[src/rtl/riscv_ctrl_pkg.sv]
// riscv_ctrl_pkg: shared state, opcode, ALU and mux-select encodings for the multicycle control path
package riscv_ctrl_pkg;
  typedef enum logic [3:0] {
    S_FETCH, S_DECODE, S_MEMADR, S_MEMREAD, S_MEMWB, S_MEMWRITE,
    S_EXECR, S_EXECI, S_ALUWB, S_BEQ, S_JAL
  } state_t;
  localparam logic [6:0] OP_LW  = 7'b0000011;
  localparam logic [6:0] OP_SW  = 7'b0100011;
  localparam logic [6:0] OP_R   = 7'b0110011;
  localparam logic [6:0] OP_I   = 7'b0010011;
  localparam logic [6:0] OP_BEQ = 7'b1100011;
  localparam logic [6:0] OP_JAL = 7'b1101111;
  typedef enum logic [2:0] {
    ALU_ADD = 3'b000, ALU_SUB = 3'b001, ALU_AND = 3'b010, ALU_OR = 3'b011, ALU_SLT = 3'b101
  } alu_ctrl_t;
  localparam logic [1:0] IMM_I = 2'b00;
  localparam logic [1:0] IMM_S = 2'b01;
  localparam logic [1:0] IMM_B = 2'b10;
  localparam logic [1:0] IMM_J = 2'b11;
  localparam logic [1:0] ALUOP_ADD   = 2'b00;
  localparam logic [1:0] ALUOP_SUB   = 2'b01;
  localparam logic [1:0] ALUOP_FUNCT = 2'b10;
  localparam logic [1:0] SRC_A_PC    = 2'b00;
  localparam logic [1:0] SRC_A_OLDPC = 2'b01;
  localparam logic [1:0] SRC_A_RS1   = 2'b10;
  localparam logic [1:0] SRC_B_RS2   = 2'b00;
  localparam logic [1:0] SRC_B_IMM   = 2'b01;
  localparam logic [1:0] SRC_B_FOUR  = 2'b10;
  localparam logic [1:0] RES_ALUOUT    = 2'b00;
  localparam logic [1:0] RES_DATA      = 2'b01;
  localparam logic [1:0] RES_ALURESULT = 2'b10;
  function automatic logic [1:0] imm_src_of(input logic [6:0] op);
    return op == OP_SW ? IMM_S : op == OP_BEQ ? IMM_B : op == OP_JAL ? IMM_J : IMM_I;
  endfunction
endpackage

[src/rtl/multicycle_ctrl_fsm_if.sv]
// multicycle_ctrl_fsm_if: instruction fields and status in, datapath control strobes and selects out
interface multicycle_ctrl_fsm_if;
  logic [6:0] op;
  logic [2:0] funct3;
  logic       funct7b5;
  logic       zero_flg;
  logic       mem_ready;
  logic       pc_write;
  logic       adr_src;
  logic       mem_write;
  logic       ir_write;
  logic [1:0] result_src;
  logic [1:0] alu_src_a;
  logic [1:0] alu_src_b;
  logic [2:0] alu_control;
  logic [1:0] imm_src;
  logic       reg_write;
  logic       instr_done;
  logic       illegal_instr;
  modport master (
    input  op, funct3, funct7b5, zero_flg, mem_ready,
    output pc_write, adr_src, mem_write, ir_write, result_src, alu_src_a, alu_src_b,
           alu_control, imm_src, reg_write, instr_done, illegal_instr
  );
  modport slave (
    output op, funct3, funct7b5, zero_flg, mem_ready,
    input  pc_write, adr_src, mem_write, ir_write, result_src, alu_src_a, alu_src_b,
           alu_control, imm_src, reg_write, instr_done, illegal_instr
  );
endinterface

[src/rtl/multicycle_ctrl_fsm_alu_decoder.sv]
// alu_decoder: maps ALUOp plus instruction function bits onto the shared ALU operation
module alu_decoder
  import riscv_ctrl_pkg::*;
(
  input  logic [1:0] alu_op,
  input  logic [2:0] funct3,
  input  logic       op5,
  input  logic       funct7b5,
  output alu_ctrl_t  alu_control
);
  always_comb begin
    alu_control = ALU_ADD;
    if (alu_op == ALUOP_SUB)
      alu_control = ALU_SUB;
    else if (alu_op == ALUOP_FUNCT)
      case (funct3)
        3'b000:  alu_control = (op5 & funct7b5) ? ALU_SUB : ALU_ADD;
        3'b010:  alu_control = ALU_SLT;
        3'b110:  alu_control = ALU_OR;
        3'b111:  alu_control = ALU_AND;
        default: alu_control = ALU_ADD;
      endcase
  end
endmodule

[src/rtl/multicycle_ctrl_fsm.sv]
// multicycle_ctrl_fsm: per-instruction state sequencer for the shared-memory RV32I subset datapath
module multicycle_ctrl_fsm
  import riscv_ctrl_pkg::*;
#(
  parameter state_t RESET_STATE = S_FETCH
) (
  input logic clk,
  input logic rst_n,
  multicycle_ctrl_fsm_if.master bus
);
  state_t state, state_nxt;
  alu_ctrl_t alu_ctl;
  logic [1:0] alu_op, src_a, src_b, result_src;
  logic adr_src, branch, pc_update, ir_wr, mem_wr, reg_wr, done, illegal, legal;
  assign legal = bus.op inside {OP_LW, OP_SW, OP_R, OP_I, OP_BEQ, OP_JAL};
  always_ff @(posedge clk or negedge rst_n)
    if (!rst_n) state <= RESET_STATE;
    else        state <= state_nxt;
  always_comb begin
    state_nxt = S_FETCH;
    case (state)
      S_FETCH:    state_nxt = bus.mem_ready ? S_DECODE : S_FETCH;
      S_DECODE:
        case (bus.op)
          OP_LW, OP_SW: state_nxt = S_MEMADR;
          OP_R:         state_nxt = S_EXECR;
          OP_I:         state_nxt = S_EXECI;
          OP_BEQ:       state_nxt = S_BEQ;
          OP_JAL:       state_nxt = S_JAL;
          default:      state_nxt = S_FETCH;
        endcase
      S_MEMADR:   state_nxt = bus.op[5] ? S_MEMWRITE : S_MEMREAD;
      S_MEMREAD:  state_nxt = bus.mem_ready ? S_MEMWB : S_MEMREAD;
      S_MEMWRITE: state_nxt = bus.mem_ready ? S_FETCH : S_MEMWRITE;
      S_EXECR:    state_nxt = S_ALUWB;
      S_EXECI:    state_nxt = S_ALUWB;
      S_JAL:      state_nxt = S_ALUWB;
      default:    state_nxt = S_FETCH;
    endcase
  end
  always_comb begin
    adr_src    = 1'b0;
    result_src = RES_ALUOUT;
    src_a      = SRC_A_PC;
    src_b      = SRC_B_RS2;
    alu_op     = ALUOP_ADD;
    branch     = 1'b0;
    pc_update  = 1'b0;
    ir_wr      = 1'b0;
    mem_wr     = 1'b0;
    reg_wr     = 1'b0;
    done       = 1'b0;
    illegal    = 1'b0;
    case (state)
      S_FETCH: begin
        result_src = RES_ALURESULT;
        src_b      = SRC_B_FOUR;
        ir_wr      = bus.mem_ready;
        pc_update  = bus.mem_ready;
      end
      S_DECODE: begin
        src_a   = SRC_A_OLDPC;
        src_b   = SRC_B_IMM;
        illegal = !legal;
        done    = !legal;
      end
      S_MEMADR: begin
        src_a = SRC_A_RS1;
        src_b = SRC_B_IMM;
      end
      S_MEMREAD: adr_src = 1'b1;
      S_MEMWB: begin
        result_src = RES_DATA;
        reg_wr     = 1'b1;
        done       = 1'b1;
      end
      S_MEMWRITE: begin
        adr_src = 1'b1;
        mem_wr  = 1'b1;
        done    = bus.mem_ready;
      end
      S_EXECR: begin
        src_a  = SRC_A_RS1;
        alu_op = ALUOP_FUNCT;
      end
      S_EXECI: begin
        src_a  = SRC_A_RS1;
        src_b  = SRC_B_IMM;
        alu_op = ALUOP_FUNCT;
      end
      S_ALUWB: begin
        reg_wr = 1'b1;
        done   = 1'b1;
      end
      S_BEQ: begin
        src_a  = SRC_A_RS1;
        alu_op = ALUOP_SUB;
        branch = 1'b1;
        done   = 1'b1;
      end
      S_JAL: begin
        src_a     = SRC_A_OLDPC;
        src_b     = SRC_B_FOUR;
        pc_update = 1'b1;
      end
      default: ;
    endcase
  end
  alu_decoder u_alu_decoder (
    .alu_op     (alu_op),
    .funct3     (bus.funct3),
    .op5        (bus.op[5]),
    .funct7b5   (bus.funct7b5),
    .alu_control(alu_ctl)
  );
  // strobes are gated by rst_n so nothing fires while reset is held, even mid-instruction
  assign bus.pc_write      = rst_n & ((branch & bus.zero_flg) | pc_update);
  assign bus.ir_write      = rst_n & ir_wr;
  assign bus.mem_write     = rst_n & mem_wr;
  assign bus.reg_write     = rst_n & reg_wr;
  assign bus.instr_done    = rst_n & done;
  assign bus.illegal_instr = rst_n & illegal;
  assign bus.adr_src       = adr_src;
  assign bus.result_src    = result_src;
  assign bus.alu_src_a     = src_a;
  assign bus.alu_src_b     = src_b;
  assign bus.alu_control   = alu_ctl;
  assign bus.imm_src       = imm_src_of(bus.op);
endmodule
[src/flat_wrapper.sv]
// flat-port wrapper written by rule: the top's interface ports become plain ports
module multicycle_ctrl_fsm_flat import riscv_ctrl_pkg::*;
#(
  parameter state_t RESET_STATE = S_FETCH
)
  (clk, rst_n, bus_op, bus_funct3, bus_funct7b5, bus_zero_flg, bus_mem_ready, bus_pc_write, bus_adr_src, bus_mem_write, bus_ir_write, bus_result_src, bus_alu_src_a, bus_alu_src_b, bus_alu_control, bus_imm_src, bus_reg_write, bus_instr_done, bus_illegal_instr);
  multicycle_ctrl_fsm_if bus_i ();
  input logic clk;
  input logic rst_n;
  input wire logic [$bits(bus_i.op)-1:0] bus_op;
  input wire logic [$bits(bus_i.funct3)-1:0] bus_funct3;
  input wire logic [$bits(bus_i.funct7b5)-1:0] bus_funct7b5;
  input wire logic [$bits(bus_i.zero_flg)-1:0] bus_zero_flg;
  input wire logic [$bits(bus_i.mem_ready)-1:0] bus_mem_ready;
  output wire logic [$bits(bus_i.pc_write)-1:0] bus_pc_write;
  output wire logic [$bits(bus_i.adr_src)-1:0] bus_adr_src;
  output wire logic [$bits(bus_i.mem_write)-1:0] bus_mem_write;
  output wire logic [$bits(bus_i.ir_write)-1:0] bus_ir_write;
  output wire logic [$bits(bus_i.result_src)-1:0] bus_result_src;
  output wire logic [$bits(bus_i.alu_src_a)-1:0] bus_alu_src_a;
  output wire logic [$bits(bus_i.alu_src_b)-1:0] bus_alu_src_b;
  output wire logic [$bits(bus_i.alu_control)-1:0] bus_alu_control;
  output wire logic [$bits(bus_i.imm_src)-1:0] bus_imm_src;
  output wire logic [$bits(bus_i.reg_write)-1:0] bus_reg_write;
  output wire logic [$bits(bus_i.instr_done)-1:0] bus_instr_done;
  output wire logic [$bits(bus_i.illegal_instr)-1:0] bus_illegal_instr;
  assign bus_i.op = bus_op;
  assign bus_i.funct3 = bus_funct3;
  assign bus_i.funct7b5 = bus_funct7b5;
  assign bus_i.zero_flg = bus_zero_flg;
  assign bus_i.mem_ready = bus_mem_ready;
  assign bus_pc_write = bus_i.pc_write;
  assign bus_adr_src = bus_i.adr_src;
  assign bus_mem_write = bus_i.mem_write;
  assign bus_ir_write = bus_i.ir_write;
  assign bus_result_src = bus_i.result_src;
  assign bus_alu_src_a = bus_i.alu_src_a;
  assign bus_alu_src_b = bus_i.alu_src_b;
  assign bus_alu_control = bus_i.alu_control;
  assign bus_imm_src = bus_i.imm_src;
  assign bus_reg_write = bus_i.reg_write;
  assign bus_instr_done = bus_i.instr_done;
  assign bus_illegal_instr = bus_i.illegal_instr;
  multicycle_ctrl_fsm #(.RESET_STATE(RESET_STATE)) u_core (.clk(clk), .rst_n(rst_n), .bus(bus_i));
endmodule
[config.mk]
export PLATFORM = sky130hd
export DESIGN_NAME = multicycle_ctrl_fsm_flat
export DESIGN_NICKNAME = d
export VERILOG_FILES = /design/src/rtl/riscv_ctrl_pkg.sv /design/src/rtl/multicycle_ctrl_fsm_if.sv /design/src/rtl/multicycle_ctrl_fsm_alu_decoder.sv /design/src/rtl/multicycle_ctrl_fsm.sv /design/src/flat_wrapper.sv
export SDC_FILE = /design/constraint.sdc
export NUM_CORES = 1
export LEC_CHECK = 0
export ABC_AREA = 1
export CORE_MARGIN = 8
export CORE_UTILIZATION = 38
export DETAILED_ROUTE_END_ITERATION = 12
export GPL_ROUTABILITY_DRIVEN = 1
export PLACE_DENSITY = 0.9
export REMOVE_ABC_BUFFERS = 1
export SETUP_SLACK_MARGIN = 0.5
export SLEW_MARGIN = 20
export SYNTH_ARGS = -nofsm -noshare
export SYNTH_HDL_FRONTEND = slang
export SYNTH_HIERARCHICAL = 1
export SYNTH_SLANG_ARGS = --single-unit
export TNS_END_PERCENT = 50
[constraint.sdc]
create_clock -name clk -period 2.3 [get_ports clk]
set_clock_uncertainty 0.2 [all_clocks]
set_input_delay 0.345 -clock clk [delete_from_list [all_inputs] [get_ports clk]]
set_output_delay 0.345 -clock clk [all_outputs]
set_load 0.05 [all_outputs]
==> results of run 1 <==
[cell families after synthesis]
logic type / synth area share, %
and+or+nand+nor: 57.51
buffers and inverters: 14.08
AOI/OAI and AO/OA: 9.625
DFF: 18.78
[timing repair]
action	in CTS
gates resized for setup	52
setup buffers	12
endpoints found under the setup margin	16
pin swaps	15
[stage by stage]
stage / cell area (um2) / util [%] / hold slack [ns] / instances / setup TNS, ns
floorplan: 533.0 / - / -0.1506 / 100 / -0.05851
global placement: 992.2 / 76.25 / 0.4377 / 149 / 0
detailed placement: 992.2 / 76.25 / 0.4466 / 149 / 0
CTS: 1247 / 95.87 / 0.1862 / 164 / 0
==> impl_results.md, run 1 <==
* Run status: aborted with a tool error
* Last flow stage reached: 5_1_grt
* Run Error: [ERROR DPL-0038] Utilization greater than 100%, impossible to legalize
* Worst endpoint from the post-global-route timing repair: bus_pc_write
* Clock sink count at 4
* Number of levels the H-tree was split into at 1
* Async SR Flop Fraction at 100.0%
* Number of buffers inserted during clock tree synthesis at 3
* Buffer depth of the longest clock path at 2
* Sequential share of the synthesized area at 18.78%
* Number of enable flip-flop cells after synthesis at 0
* Count of state elements after synthesis at 4
* Cell type with the highest aggregate area in the netlist: sky130_fd_sc_hd__nand2_1
* Pin count of the biggest net entering global routing at 8
* Combined area of all synthesized cells at 533.0 um2
* Number of library cell types mapped by synthesis at 20
* Library cell with the highest instance count after synthesis: sky130_fd_sc_hd__nand2_1
* DP Worst Slack at 0.05266 ns
* Clock Tree Root: sky130_fd_sc_hd__clkbuf_4
* Cell Rows at 13
* Synth Area per Inst at roughly 5.3 um2
* Pin type at the end of the worst path: top-level output
* Synthesized netlist cell count at 100
* PortBufs at 32
* Area fraction of the dominant cell type after synthesis at about a fifth
* Vertical die dimension at 53.45 um
* Top cells by count, synth: 28 x sky130_fd_sc_hd__nand2_1, 19 x sky130_fd_sc_hd__nor2_1, 14 x sky130_fd_sc_hd__inv_1
* Placer congestion estimate at approximately 0.85
* Cells taking the most area after synthesis: sky130_fd_sc_hd__nand2_1 20%, sky130_fd_sc_hd__dfrtp_1 19%, sky130_fd_sc_hd__nor2_1 13%
* Most used flip-flop cell after synthesis: sky130_fd_sc_hd__dfrtp_1
* Top Ports at 33
* Starting density of the core at 40.96%
* Horizontal die dimension at ~53 um
* YS warnings at 6
* DPL Wire Length at 1.688 mm
* CTS hold repair buffers at 0
==> run 2: changes to the inputs <==
--- a/config.mk
+++ b/config.mk
@@ -6,13 +6,12 @@
 export NUM_CORES = 1
 export LEC_CHECK = 0
 export ABC_AREA = 1
-export CORE_MARGIN = 8
-export CORE_UTILIZATION = 38
+export CORE_AREA = 8 8 69 71
 export DETAILED_ROUTE_END_ITERATION = 12
+export DIE_AREA = 0 0 77 79
 export GPL_ROUTABILITY_DRIVEN = 1
-export PLACE_DENSITY = 0.9
+export PLACE_DENSITY_LB_ADDON = 0.15
 export REMOVE_ABC_BUFFERS = 1
-export SETUP_SLACK_MARGIN = 0.5
 export SLEW_MARGIN = 20
 export SYNTH_ARGS = -nofsm -noshare
 export SYNTH_HDL_FRONTEND = slang
==> impl_results.md, run 2 <==
* Async SR Flop Fraction at 100.0%
* Number of buffers inserted during clock tree synthesis at 3
* Worst slew slack as a fraction of its limit at 80.98%
* Drt via density at ~4
* First-pass GRT wire length at approximately 3.4 mm
* Buffer depth of the longest clock path at 2
* Register-to-Register Path Depth at 6
* Final hold violation count at 0
* Net Switching at 208.1 uW
* Die area at 6083 um2
* P_int at 293.8 uW
* Detail-routed net length per standard cell at between 10 and 15 um
* CTS hold repair buffers at 0
* Synthesized netlist cell count at 100
* YS warnings at 6
* Run status: complete, no violations
* Portion of total power attributed to sequential cells at 16.8%
* Synth Area per Inst at 5.330 um2
* Tightest hold margin at 0.2599 ns
* CORE AREA at between 3000 and 4000 um2
* Switching share of total power at 41.46%
* Layout overhead on the synthesized area at 104.9%
* Stages on the worst setup path at 8
* Vertical die dimension at about 79 um
* Number of design rule violations left after detail routing at 0
* Kind of start point of the critical path: input port
* Placer congestion estimate at around 0.8
* Most used flip-flop cell after synthesis: sky130_fd_sc_hd__dfrtp_1
* Crit Path Max Fanout at 3
* Cell with the biggest individual delay on the critical path: sky130_fd_sc_hd__clkdlybuf4s50_1
* Clock sink count at 4
* Cell Rows at 23
* Ratio of cells with drive above 1 in the final layout at 29.20%
* DPL Wire Length at about 1.7 mm
* Overall power of the completed layout at roughly 500 uW
* Library cell with the highest instance count after synthesis: sky130_fd_sc_hd__nand2_1
* Max IR drop VDD at 0.1526 mV
* Starting density of the core at 14.03%
* DRC violation total after the first TritonRoute iteration at 14
* Delay of the slowest cell on the worst path at 0.49 ns
* Achievable frequency at between 400 and 500 MHz
* Minimum clock period at roughly 2.2 ns
* Commonest cells after routing, fill and taps aside: 28 x sky130_fd_sc_hd__nand2_1, 18 x sky130_fd_sc_hd__nor2_1, 14 x sky130_fd_sc_hd__clkdlybuf4s50_1, 14 x sky130_fd_sc_hd__inv_1, 13 x sky130_fd_sc_hd__buf_12
* Pin count of the biggest net entering global routing at 8
* Type of the tightest min-delay check: in2async
* Horizontal die dimension at between 70 and 80 um
* Final net count at approximately 150
* Critical path's top delay family: buffers and inverters
* Most common cell after layout, fill and taps aside: sky130_fd_sc_hd__nand2_1
* Top Ports at 33
* Number of levels the H-tree was split into at 1
* Leakage power at 0.0005265 uW
* GRT Util Overall at between 6 and 7%
* Part of the power in combinational logic at 53.5%
* Largest register by flop count: u_core/state
* Arrival time worst endpoint at 1.63 ns
* Cells taking the most area after synthesis: sky130_fd_sc_hd__nand2_1 20%, sky130_fd_sc_hd__dfrtp_1 19%, sky130_fd_sc_hd__nor2_1 13%
* Non-filler cells, final at approximately 190
* Power share of the clock group at between 20% and 30%
* Top cells by count, synth: 28 x sky130_fd_sc_hd__nand2_1, 19 x sky130_fd_sc_hd__nor2_1, 14 x sky130_fd_sc_hd__inv_1
* Count of endpoints failing setup in the final report at 0
* Largest registers ranked by flip-flop count: u_core/state x4
* Unrepaired setup endpoints after global routing: no
* Sequential share of the synthesized area at between 10% and 20%
* Kind of critical path: in2out
* Max Slew Vio Count at 0
* Cell type with the highest aggregate area in the netlist: sky130_fd_sc_hd__nand2_1
* Post-detailed-route count of antenna-violating nets at 0
* Ordered list of cells on the worst path: clkdlybuf4s50_1 > inv_1 > nand3_1 > nor2_1 > nor2_2 > nand2_1 > a21oi_2 > buf_12
* Antenna violations before repair at 0
* Final-layout setup total negative slack at 0 ns
* Vias in the first global route at 828
* Clock latency at the later pin of the worst-skew pair at 0.22 ns
* PortBufs at 32
* CTS clk-pin slew, worst paths at 0.03 ns
* Vias after detailed routing at 740
* Routed wire length at 1.989 mm
* Clock Tree Root: sky130_fd_sc_hd__clkbuf_8
* Flip-flop count of the largest register after layout at 4
* Number of library cell types mapped by synthesis at 20
* Power density cells at 459.5 nW/um2
* Number of detailed-routing iterations run before antenna repair at 4
* Number of enable flip-flop cells after synthesis at 0
* Combined area of all synthesized cells at 533.0 um2
* Transition time at the pin with the least slew margin at 0.2840 ns
* Count of state elements after synthesis at 4
* Required time at the worst-slack endpoint at 1.75 ns
* Cell count after placement at 184
* Area fraction of the dominant cell type after synthesis at 19.72%
* Number of violations of the max-capacitance limit at 0
* Share of the clock period used by the worst path at 94.73%
* Worst Setup End Kind: output pin
* Gr ovfl total at 0
* Clock tree from TritonCTS: yes
* Antenna Cells at 0
* Buf/Inv on CP at 3
## run 2: cell counts after synthesis
Identical to the previous run, type by type.
## run 2: worst paths after layout
path | slack (ns) | end | from
worst max-delay path | 0.12 | bus_instr_done | bus_op[4]
worst min register to register | 0.50 | u_core/state[0]$_DFF_PN0_ | u_core/state[3]$_DFF_PN0_
worst max register to register | 0.90 | u_core/state[1]$_DFF_PN0_ | u_core/state[1]$_DFF_PN0_
min in group clk | 0.50 | u_core/state[0]$_DFF_PN0_ | u_core/state[3]$_DFF_PN0_
worst min-delay path | 0.26 | u_core/state[1]$_DFF_PN0_ | rst_n
max in group asynchronous | 1.54 | u_core/state[3]$_DFF_PN0_ | rst_n
## run 2: power by group through the flow
stage	logic (uW)	clock network [uW]	registers (uW)
finish	269	149	84.2
floorplan	150	0	82.8
global route	285	158	85.4
detailed placement	272	0	84.8
global placement	272	0	84.7
CTS	273	152	84.0
## run 2: worst reg2reg max path, cell delays in order, from the launching register on
cell and delay (ns):
sky130_fd_sc_hd__dfrtp_1 0.44, sky130_fd_sc_hd__inv_2 0.08, sky130_fd_sc_hd__nor2_2 0.16, sky130_fd_sc_hd__nand2_2 0.11, sky130_fd_sc_hd__o22ai_1 0.16, sky130_fd_sc_hd__inv_1 0.05
sky130_fd_sc_hd__o21ai_0 0.09
## run 2: metrics by stage
step | worst slack [ns] | util (%) | cell area, um2
CTS | 0.05186 | 28.69 | 1090
detailed placement | 0.06329 | 27.60 | 1049
global placement | 0.1003 | 27.60 | 1049
finish | 0.1213 | 28.75 | 1092
global route | 0.01467 | 28.75 | 1092
floorplan | -0.05851 | - | 533.0
## run 2: final cells by class
cell class	count	area [um2]
clock buffers	3	41.29
inverters	20	75.07
multi-input cells	76	360.3
repair buffers	34	452.9
well taps	50	62.56
flip-flops and latches	4	100.1
fillers	453	2706
## run 2: logic make-up (layout without fill, tap and decap cells)
kind of cell / after synthesis / after routing / synth area share, %
AO/OA/AOI/OAI: 9 / 9 / 9.625
buffers and inverters: 20 / 57 / 14.08
flip-flops: 4 / 4 / 18.78
AND/OR/NAND/NOR: 67 / 67 / 57.51
## run 2: what timing repair did
item / 4_1_cts / 5_1_grt
setup buffers: 0 / 0
gates resized for setup: 0 / 1
endpoints found under the setup margin: 0 / 2
## run 2: per-layer routing
| layer | vias up | wire, um | GRT usage (%) |
|---|---|---|---|
| met5 | - | 0 | 0 |
| met1 | 332 | 839 | 6.759 |
| met4 | 0 | 27 | 4.717 |
| li1 | 383 | - | - |
| met2 | 23 | 1021 | 12.57 |
| met3 | 2 | 101 | 1.354 |
No activity file was read; power rests on OpenSTA's default activity.
